[src/rtl/mux_arb_pkg.sv]
// Shared types and helpers for the round-robin select arbiter in front of mux4_1.
package mux_arb_pkg;

  localparam int unsigned NUM_REQ = 4;
  localparam int unsigned SEL_W   = 2;

  typedef enum logic {
    IDLE,
    GRANT
  } arb_state_t;

  // First set bit of req scanning circularly from ptr; returns ptr when req is empty,
  // so callers must qualify the result with |req.
  function automatic logic [SEL_W-1:0] rr_pick(input logic [NUM_REQ-1:0] req,
                                               input logic [SEL_W-1:0]   ptr);
    logic [SEL_W-1:0] idx;
    logic             found;
    rr_pick = ptr;
    found   = 1'b0;
    for (int i = 0; i < NUM_REQ; i++) begin
      idx = ptr + SEL_W'(i);
      if (!found && req[idx]) begin
        rr_pick = idx;
        found   = 1'b1;
      end
    end
  endfunction

  function automatic logic [NUM_REQ-1:0] idx2onehot(input logic [SEL_W-1:0] idx);
    return NUM_REQ'(1) << idx;
  endfunction

endpackage

[src/rtl/mux4_1.sv]
// Single-bit 4:1 mux datapath; select is {s1,s0}.
module mux4_1 (
  input  logic i0,
  input  logic i1,
  input  logic i2,
  input  logic i3,
  input  logic s1,
  input  logic s0,
  output logic y
);

  always_comb begin
    y = i0;
    case ({s1, s0})
      2'd0:    y = i0;
      2'd1:    y = i1;
      2'd2:    y = i2;
      default: y = i3;
    endcase
  end

endmodule

[src/rtl/mux4_rr_arbiter.sv]
// Round-robin arbiter owning the mux4_1 select lines; bounds each ownership to MAX_HOLD
// cycles while others wait and gates the muxed data bit with busy.
//
//   state | meaning
//   ------+-------------------------------------------------------------
//   IDLE  | no owner; gnt/sel/busy are zero, waiting for any req
//   GRANT | sel holds the owner index; hold_cnt counts its grant cycles
module mux4_rr_arbiter
  import mux_arb_pkg::*;
#(
  parameter int unsigned MAX_HOLD = 4
) (
  input  logic               clk,
  input  logic               rst_n,
  input  logic [NUM_REQ-1:0] req,
  input  logic [NUM_REQ-1:0] din,
  output logic [NUM_REQ-1:0] gnt,
  output logic [SEL_W-1:0]   sel,
  output logic               busy,
  output logic               dout
);

  localparam logic [3:0] HOLD_MAX = 4'(MAX_HOLD);

  arb_state_t         state, state_nxt;
  logic [SEL_W-1:0]   ptr, ptr_nxt;
  logic [3:0]         hold_cnt, hold_nxt;
  logic [NUM_REQ-1:0] gnt_nxt;
  logic [SEL_W-1:0]   sel_nxt;
  logic               busy_nxt;

  logic [NUM_REQ-1:0] others;
  logic               others_any;
  logic               owner_req;
  logic               hold_at_max;
  logic [SEL_W-1:0]   ptr_rot;
  logic [SEL_W-1:0]   idle_pick;
  logic [SEL_W-1:0]   rot_pick;
  logic               mux_y;

  // sel doubles as the owner index, so gnt and sel can never disagree.
  assign others      = req & ~gnt;
  assign others_any  = |others;
  assign owner_req   = req[sel];
  assign hold_at_max = (hold_cnt >= HOLD_MAX);
  assign ptr_rot     = sel + SEL_W'(1);
  assign idle_pick   = rr_pick(req, ptr);
  assign rot_pick    = rr_pick(others, ptr_rot);

  always_ff @(posedge clk or negedge rst_n) begin
    if (!rst_n) begin
      state    <= IDLE;
      ptr      <= '0;
      hold_cnt <= '0;
      gnt      <= '0;
      sel      <= '0;
      busy     <= 1'b0;
    end else begin
      state    <= state_nxt;
      ptr      <= ptr_nxt;
      hold_cnt <= hold_nxt;
      gnt      <= gnt_nxt;
      sel      <= sel_nxt;
      busy     <= busy_nxt;
    end
  end

  always_comb begin
    state_nxt = state;
    ptr_nxt   = ptr;
    hold_nxt  = hold_cnt;
    gnt_nxt   = gnt;
    sel_nxt   = sel;
    busy_nxt  = busy;
    case (state)
      IDLE: begin
        if (|req) begin
          state_nxt = GRANT;
          sel_nxt   = idle_pick;
          gnt_nxt   = idx2onehot(idle_pick);
          busy_nxt  = 1'b1;
          hold_nxt  = 4'd1;
        end
      end
      GRANT: begin
        if (!owner_req) begin
          ptr_nxt = ptr_rot;
          if (others_any) begin
            sel_nxt  = rot_pick;
            gnt_nxt  = idx2onehot(rot_pick);
            hold_nxt = 4'd1;
          end else begin
            state_nxt = IDLE;
            sel_nxt   = '0;
            gnt_nxt   = '0;
            busy_nxt  = 1'b0;
            hold_nxt  = '0;
          end
        end else if (hold_at_max && others_any) begin
          ptr_nxt  = ptr_rot;
          sel_nxt  = rot_pick;
          gnt_nxt  = idx2onehot(rot_pick);
          hold_nxt = 4'd1;
        end else if (!hold_at_max) begin
          // A lone owner keeps the grant; the count just parks at HOLD_MAX.
          hold_nxt = hold_cnt + 4'd1;
        end
      end
      default: begin
        state_nxt = IDLE;
        sel_nxt   = '0;
        gnt_nxt   = '0;
        busy_nxt  = 1'b0;
        hold_nxt  = '0;
      end
    endcase
  end

  mux4_1 u_mux (
    .i0 (din[0]),
    .i1 (din[1]),
    .i2 (din[2]),
    .i3 (din[3]),
    .s1 (sel[1]),
    .s0 (sel[0]),
    .y  (mux_y)
  );

  assign dout = busy & mux_y;

endmodule

[config.mk]
export PLATFORM = sky130hd
export DESIGN_NAME = mux4_rr_arbiter
export DESIGN_NICKNAME = d
export VERILOG_FILES = /design/src/rtl/mux_arb_pkg.sv /design/src/rtl/mux4_1.sv /design/src/rtl/mux4_rr_arbiter.sv
export SDC_FILE = /design/constraint.sdc
export NUM_CORES = 1
export LEC_CHECK = 0
export ABC_AREA = 1
export CAP_MARGIN = 20
export CORE_MARGIN = 2
export CORE_UTILIZATION = 64
export DETAILED_ROUTE_END_ITERATION = 8
export DONT_BUFFER_PORTS = 1
export GPL_TIMING_DRIVEN = 1
export HOLD_SLACK_MARGIN = 0.02
export PLACE_DENSITY = 0.79
export SYNTH_ARGS = -nofsm -noshare
export SYNTH_HDL_FRONTEND = slang
export SYNTH_SLANG_ARGS = --single-unit
[constraint.sdc]
create_clock -name clk -period 2.9 [get_ports clk]
set_input_delay 0.58 -clock clk [delete_from_list [all_inputs] [get_ports clk]]
set_output_delay 0.58 -clock clk [all_outputs]
set_load 0.005 [all_outputs]
# [Word-level counts from Yosys, hierarchy flattened]
# Cells that the tools add are included.
# W data, S select, Z words.
[op_classes] add_sub_neg=8 order_cmp=10 n_eq_ne=8 n_shift=2 muxes=57 bitwise_logic=4 reduce_logical=20
[ops] op="$mux W4" count=8
[ops] op="$lt A2 B3 Y1 const B" count=9
[ops] op="$mux W2" count=12
[ops] op="$mux W1" count=22
[ops] op="$bmux W1 S2" count=9
[ops] op="$pmux W4 S2" count=2
[ops] op="$add A2 B2 Y2 const B" count=4
[ops] op="$reduce_or A4 Y1" count=2
[ops] op="$shl A1 B2 Y4 const A" count=2
[ops] op="$logic_and A1 B1 Y1" count=7
[ops] op="$add A2 B1 Y2 const B" count=3
[ops] op="$logic_not A1 Y1" count=6
[ops] op="$ne A2 B2 Y1 const B" count=3
[ops] op="$reduce_and A2 Y1" count=3
[ops] op="$add A4 B1 Y4 const B" count=1
[ops] op="$and A4 B4 Y4" count=1
[ops] op="$ge A4 B3 Y1 const B" count=1
[ops] op="$ne A4 B3 Y1 const B" count=1
[ops] op="$not A4 Y4" count=1
[ops] op="$pmux W1 S2" count=2
[ops] op="$pmux W2 S2" count=1
[ops] op="$ne A3 B2 Y1 const B" count=1
[ops] op="$pmux W1 S3" count=1
[ops] op="$reduce_and A3 Y1" count=1
[ops] op="other kinds (6)" count=6
[totals] reg_bits=14 inputBits=10 out_inout_bits=8 word_cells=115

# [Logic depth before layout (Yosys ltp)]
[logic_depth] ltp_word=18 mapped_depth=19 depth_no_buf=17

# [Hierarchy]
# A second synthesis with hierarchy kept.
[unflattened] cells_unflattened=244 area_unflattened_um2=1438.9
[modules_own_cells] module="mux4_rr_arbiter" instances=1 cells_per_inst=231 area_each_um2=1387.6 seq_area_each_um2=350.3
[modules_own_cells] module="mux4_1" instances=1 cells_per_inst=13 area_each_um2=51.3 seq_area_each_um2=0.0

# [Worst setup path after synthesis]
# OpenSTA, ideal clock, no wires.
[synth_timing] path_kind="flip-flop to flip-flop" startpoint="register sel[0]" endpoint="register gnt[3]" setup_time_ps=117 arrival_time_ps=2072 t_required_ps=2783 setup_slack_ps=712 path_stages_with_launch=19 path_buffers=2 synth_period_minus_slack_ps=2188 cell_sequence="dfrtp_1 inv_2 buf_6 ha_1 buf_4 inv_2 nand2_2 nand2_2 nand3_1 nand2_2 nand2_2 nor2_4 nand3_1 nand2_1 nor2_2 nand2_1 nand2_1 nand2_1 nand2_1"
[synth_between] elab_chain_cells=17 elab_cells_between_ends=33 cone_classes="add/sub: 4; eq/ne: 1; shift: 1; mux: 20; reduce/logical: 7"
[synth_lines] item="start: declaration" line_no="mux4_rr_arbiter.sv:18" source="output logic [SEL_W-1:0] sel,"
[synth_lines] item="start signal: assignment" line_no="mux4_rr_arbiter.sv:63" source="sel <= sel_nxt;"
[synth_lines] item="$add A2 B1 Y2 *" line_no="mux4_rr_arbiter.sv:46" source="assign ptr_rot = sel + SEL_W'(1);"
[synth_lines] item="via ptr_rot[0]" line_no="mux4_rr_arbiter.sv:36" source="logic [SEL_W-1:0] ptr_rot;"
[synth_lines] item="parallel branches: the longest is 11 deep, another holds $add A2 B1 Y2"
[synth_lines] item="$mux W2 *" line_no="mux_arb_pkg.sv:22" source="if (!found && req[idx]) begin"
[synth_lines] item="$shl A1 B2 Y4 *" line_no="mux_arb_pkg.sv:30" source="return NUM_REQ'(1) << idx;"
[synth_lines] item="$mux W4, on equally long branches" line_no="mux4_rr_arbiter.sv:88, mux4_rr_arbiter.sv:99"
[synth_lines] item="$mux W4 *" line_no="mux4_rr_arbiter.sv:86" source="if (!owner_req) begin"
[synth_lines] item="$pmux W4 S2 *" line_no="mux4_rr_arbiter.sv:75" source="case (state)"
[synth_lines] item="end signal: assignment" line_no="mux4_rr_arbiter.sv:62" source="gnt <= gnt_nxt;"
[synth_lines] item="end: declaration" line_no="mux4_rr_arbiter.sv:17" source="output logic [NUM_REQ-1:0] gnt,"
# Mark *: on every way through the listed nets, which the timed path passes. The select of a mux whose other input is x is not followed.
# A chain may end at the register's enable or synchronous reset.

# [Worst setup path after layout]
[layout_timing] startpoint="register sel[1]" endpoint="register gnt[3]"
# Same word-level chain as after synthesis.

==> summary.txt <==
======================================================================================
FF-to-FF Start ..........................................................       sel[1]
Transition time at the pin with the least slew margin ...................    0.6370 ns
Number of distinct library cells after synthesis ........................           25
Post-Syn Nets ...........................................................          273
Slew Limit Fails ........................................................            0
Most frequent cells in the layout ....................................... sky130_fd_sc_hd__nand2_1 (105), sky130_fd_sc_hd__nand3_1 (32), sky130_fd_sc_hd__inv_1 (29)
Number of nets in the finished design ...................................          274
Number of top-level pins ................................................           18
Overall overflow remaining after global route ...........................            0
Crit path capture .......................................................       gnt[3]
Largest fanout on the critical path .....................................            8
PnR worst setup slack ...................................................    0.5033 ns
Avg Synthesized Cell Area ...............................................   6.135 um^2
Number of buffers added to fix hold violations after cts ................            1
Critical Path Source ....................................................       sel[1]
Leading cell types by total area after synthesis ........................ sky130_fd_sc_hd__nand2_1 (25%), sky130_fd_sc_hd__dfrtp_1 (22%), sky130_fd_sc_hd__nand3_1 (10%)
Required time of the worst setup path ...................................      3.08 ns
RSZ-0062 raised after global routing ....................................           no
Capturing point of the worst reg2reg path ...............................       gnt[3]
Diode count .............................................................            0
Clock tree sinks ........................................................           14
Count of input and output buffers .......................................            0
Via count of the first global-routing pass ..............................        1,380
Worst setup EP type .....................................................    flip-flop
Drt first-iter violations ...............................................           50
Number of buffers created by CTS ........................................            3
DRT antenna net count ...................................................            0
WHS .....................................................................    0.5234 ns
Portion of the post-synthesis area used by sequential elements ..........       0.2213
Class of the most critical hold timing path .............................      reg2reg
Half-perimeter wire length after placement ..............................     2.779 mm
Run status .............................................................. complete, no violations
H-tree depth ............................................................            1
Part of the cycle the worst path needs ..................................       0.8264
Floorplan Core Area .....................................................    2410 um^2
Number of rows in the core area .........................................           18
Initial antenna violation count .........................................            0
Share of Yosys cell area claimed by the top area cell type ..............       0.2490
Total track usage .......................................................       0.2774
DRC violations left .....................................................            0
Synthesis-to-layout area growth .........................................       2.451%
Cells after Synth .......................................................          258
Count of final setup violators ..........................................            0
Wire length of the first global-routing pass ............................     5.961 mm
Register-to-register setup slack ........................................      0.50 ns
Post-placement worst setup slack ........................................    0.5741 ns
Post-CTS setup buffers ..................................................            0
Worst Min Path Start ....................................................  hold_cnt[3]
Worst Path Class, Setup .................................................      reg2reg
Combined area of all synthesized cells ..................................    1583 um^2
Most common cell after layout, fill and taps aside ...................... sky130_fd_sc_hd__nand2_1
Synth warnings ..........................................................            0
Initial Utilization .....................................................       0.6568
Slew Limit Headroom .....................................................       0.5739
First-pass iteration count of the detailed router .......................            4
Arrival @ worst endpoint ................................................      2.58 ns
Number of instances resized during post-cts repair ......................            0
Final Hold Viols ........................................................            0
Library cell with the largest summed area after synthesis ............... sky130_fd_sc_hd__nand2_1
Via density per instance ................................................        5.455
Final sum of negative setup slack .......................................         0 ns
Clock slew at the register clock pins of the worst setup and hold paths .      0.09 ns
Die Wd ..................................................................     53.73 um
Master cell of the clock root buffer .................................... sky130_fd_sc_hd__clkbuf_4
Reported max-cap violation count ........................................            0
WL/cell .................................................................     12.57 um
Gp weighted congestion ..................................................       0.9113
Highest Clock Rate ......................................................   0.4172 GHz
CTS tree ................................................................        built
Share of post-route cells with drive strength above 1 ...................       0.1589
Total vias in the final route ...........................................        1,571
Largest net degree at the start of global routing .......................           16
Y dimension of the die ..................................................     53.73 um
CP startpoint kind ......................................................    flip-flop
Clock latency at the later pin of the worst-skew pair ...................      0.28 ns
Deepest clock path buffer count .........................................            2
Overall routed net length ...............................................     3.620 mm
Number of synthesized register bits .....................................           14
Min cycle time layout ...................................................     2.397 ns
Post-Route Skew .........................................................  0.002035 ns
Count of cells along the worst register-to-register path ................           16
Die Footprint ...........................................................    2887 um^2
======================================================================================
-- cell usage after synthesis --
cell,number
sky130_fd_sc_hd__nand3_2,7
sky130_fd_sc_hd__nand4_1,1
sky130_fd_sc_hd__nor2_1,8
sky130_fd_sc_hd__dfrtp_1,14
sky130_fd_sc_hd__buf_4,4
sky130_fd_sc_hd__nor4_1,1
sky130_fd_sc_hd__nand3_1,32
sky130_fd_sc_hd__inv_1,29
sky130_fd_sc_hd__o21ai_1,3
sky130_fd_sc_hd__nand2_2,14
sky130_fd_sc_hd__o21ai_0,9
sky130_fd_sc_hd__nand2_4,3
sky130_fd_sc_hd__a22oi_1,1
sky130_fd_sc_hd__buf_6,2
sky130_fd_sc_hd__inv_2,4
sky130_fd_sc_hd__nor2_2,3
sky130_fd_sc_hd__nand4_4,1
sky130_fd_sc_hd__ha_1,5
sky130_fd_sc_hd__a31oi_1,1
sky130_fd_sc_hd__a21oi_1,6
sky130_fd_sc_hd__o2111ai_2,1
sky130_fd_sc_hd__o21ai_4,1
sky130_fd_sc_hd__o211ai_1,1
sky130_fd_sc_hd__nor2_4,2
sky130_fd_sc_hd__nand2_1,105
-- routing by layer --
metal	global-route usage	vias to the layer above	wire length [um]
met2	0.4248	52	1677
met4	0.05128	0	6
li1	-	820	-
met3	0.03611	2	198
met1	0.4174	697	1738
met5	0	-	0
-- how the worst min path moves through the flow --
stage,endpoint,slack [ns],depth (start not counted)
floorplan,busy,0.28,0
global placement,hold_cnt[1],0.28,0
detailed placement,hold_cnt[1],0.28,0
CTS,hold_cnt[3],0.53,2
global route,busy,0.56,4
finish,hold_cnt[3],0.52,2
-- critical path, cell delays in order (launching register included) --
cell	delay [ns]
sky130_fd_sc_hd__dfrtp_1	0.48
sky130_fd_sc_hd__inv_1	0.13
sky130_fd_sc_hd__ha_1	0.42
sky130_fd_sc_hd__inv_2	0.18
sky130_fd_sc_hd__nand2_2	0.06
sky130_fd_sc_hd__nand2_2	0.12
sky130_fd_sc_hd__nand3_1	0.10
sky130_fd_sc_hd__nand2_2	0.14
sky130_fd_sc_hd__nand3_2	0.11
sky130_fd_sc_hd__inv_1	0.08
sky130_fd_sc_hd__nand2_1	0.05
sky130_fd_sc_hd__nand3_1	0.10
sky130_fd_sc_hd__nand2_1	0.10
sky130_fd_sc_hd__nand2_1	0.07
sky130_fd_sc_hd__nand2_1	0.05
sky130_fd_sc_hd__nand2_1	0.06
sky130_fd_sc_hd__nand2_1	0.05
-- sequential cells by signal, indices dropped and copies added, names as in the netlist --
name      cells
gnt           4
hold_cnt      4
ptr           2
sel           2
busy          1
state         1
-- stage by stage --
| step | util | std cells | area (um^2) |
|---|---|---|---|
| 2_1_floorplan | - | 258 | 1583 |
| 6_report | 0.6729 | 288 | 1622 |
| 4_1_cts | 0.6729 | 288 | 1622 |
| 3_5_place_dp | 0.6537 | 283 | 1575 |
| 5_1_grt | 0.6729 | 288 | 1622 |
| 3_3_place_gp | 0.6537 | 283 | 1575 |
-- cells by family (layout without fill, tap and decap cells) --
| kind of cell | count (synthesis) | after routing | share of synthesized area |
|---|---|---|---|
| AO/OA/AOI/OAI | 23 | 23 | 0.09012 |
| adder cells (fa/ha/maj) | 5 | 5 | 0.03953 |
| buffers and inverters | 39 | 39 | 0.1115 |
| flip-flops | 14 | 14 | 0.2213 |
| AND/OR/NAND/NOR | 177 | 177 | 0.5376 |
-- final cells by class --
class	instances	area (um^2)
Clock buffer	4	36.28
Tap cell	30	37.54
Multi-Input combinational cell	205	1056
Sequential cell	14	350.3
Fill cell	230	788.3
Inverter	33	123.9
Timing Repair Buffer	2	17.52
Power is not shown: default switching activity piles up to over one toggle a cycle in this logic, so the estimate is an artifact.
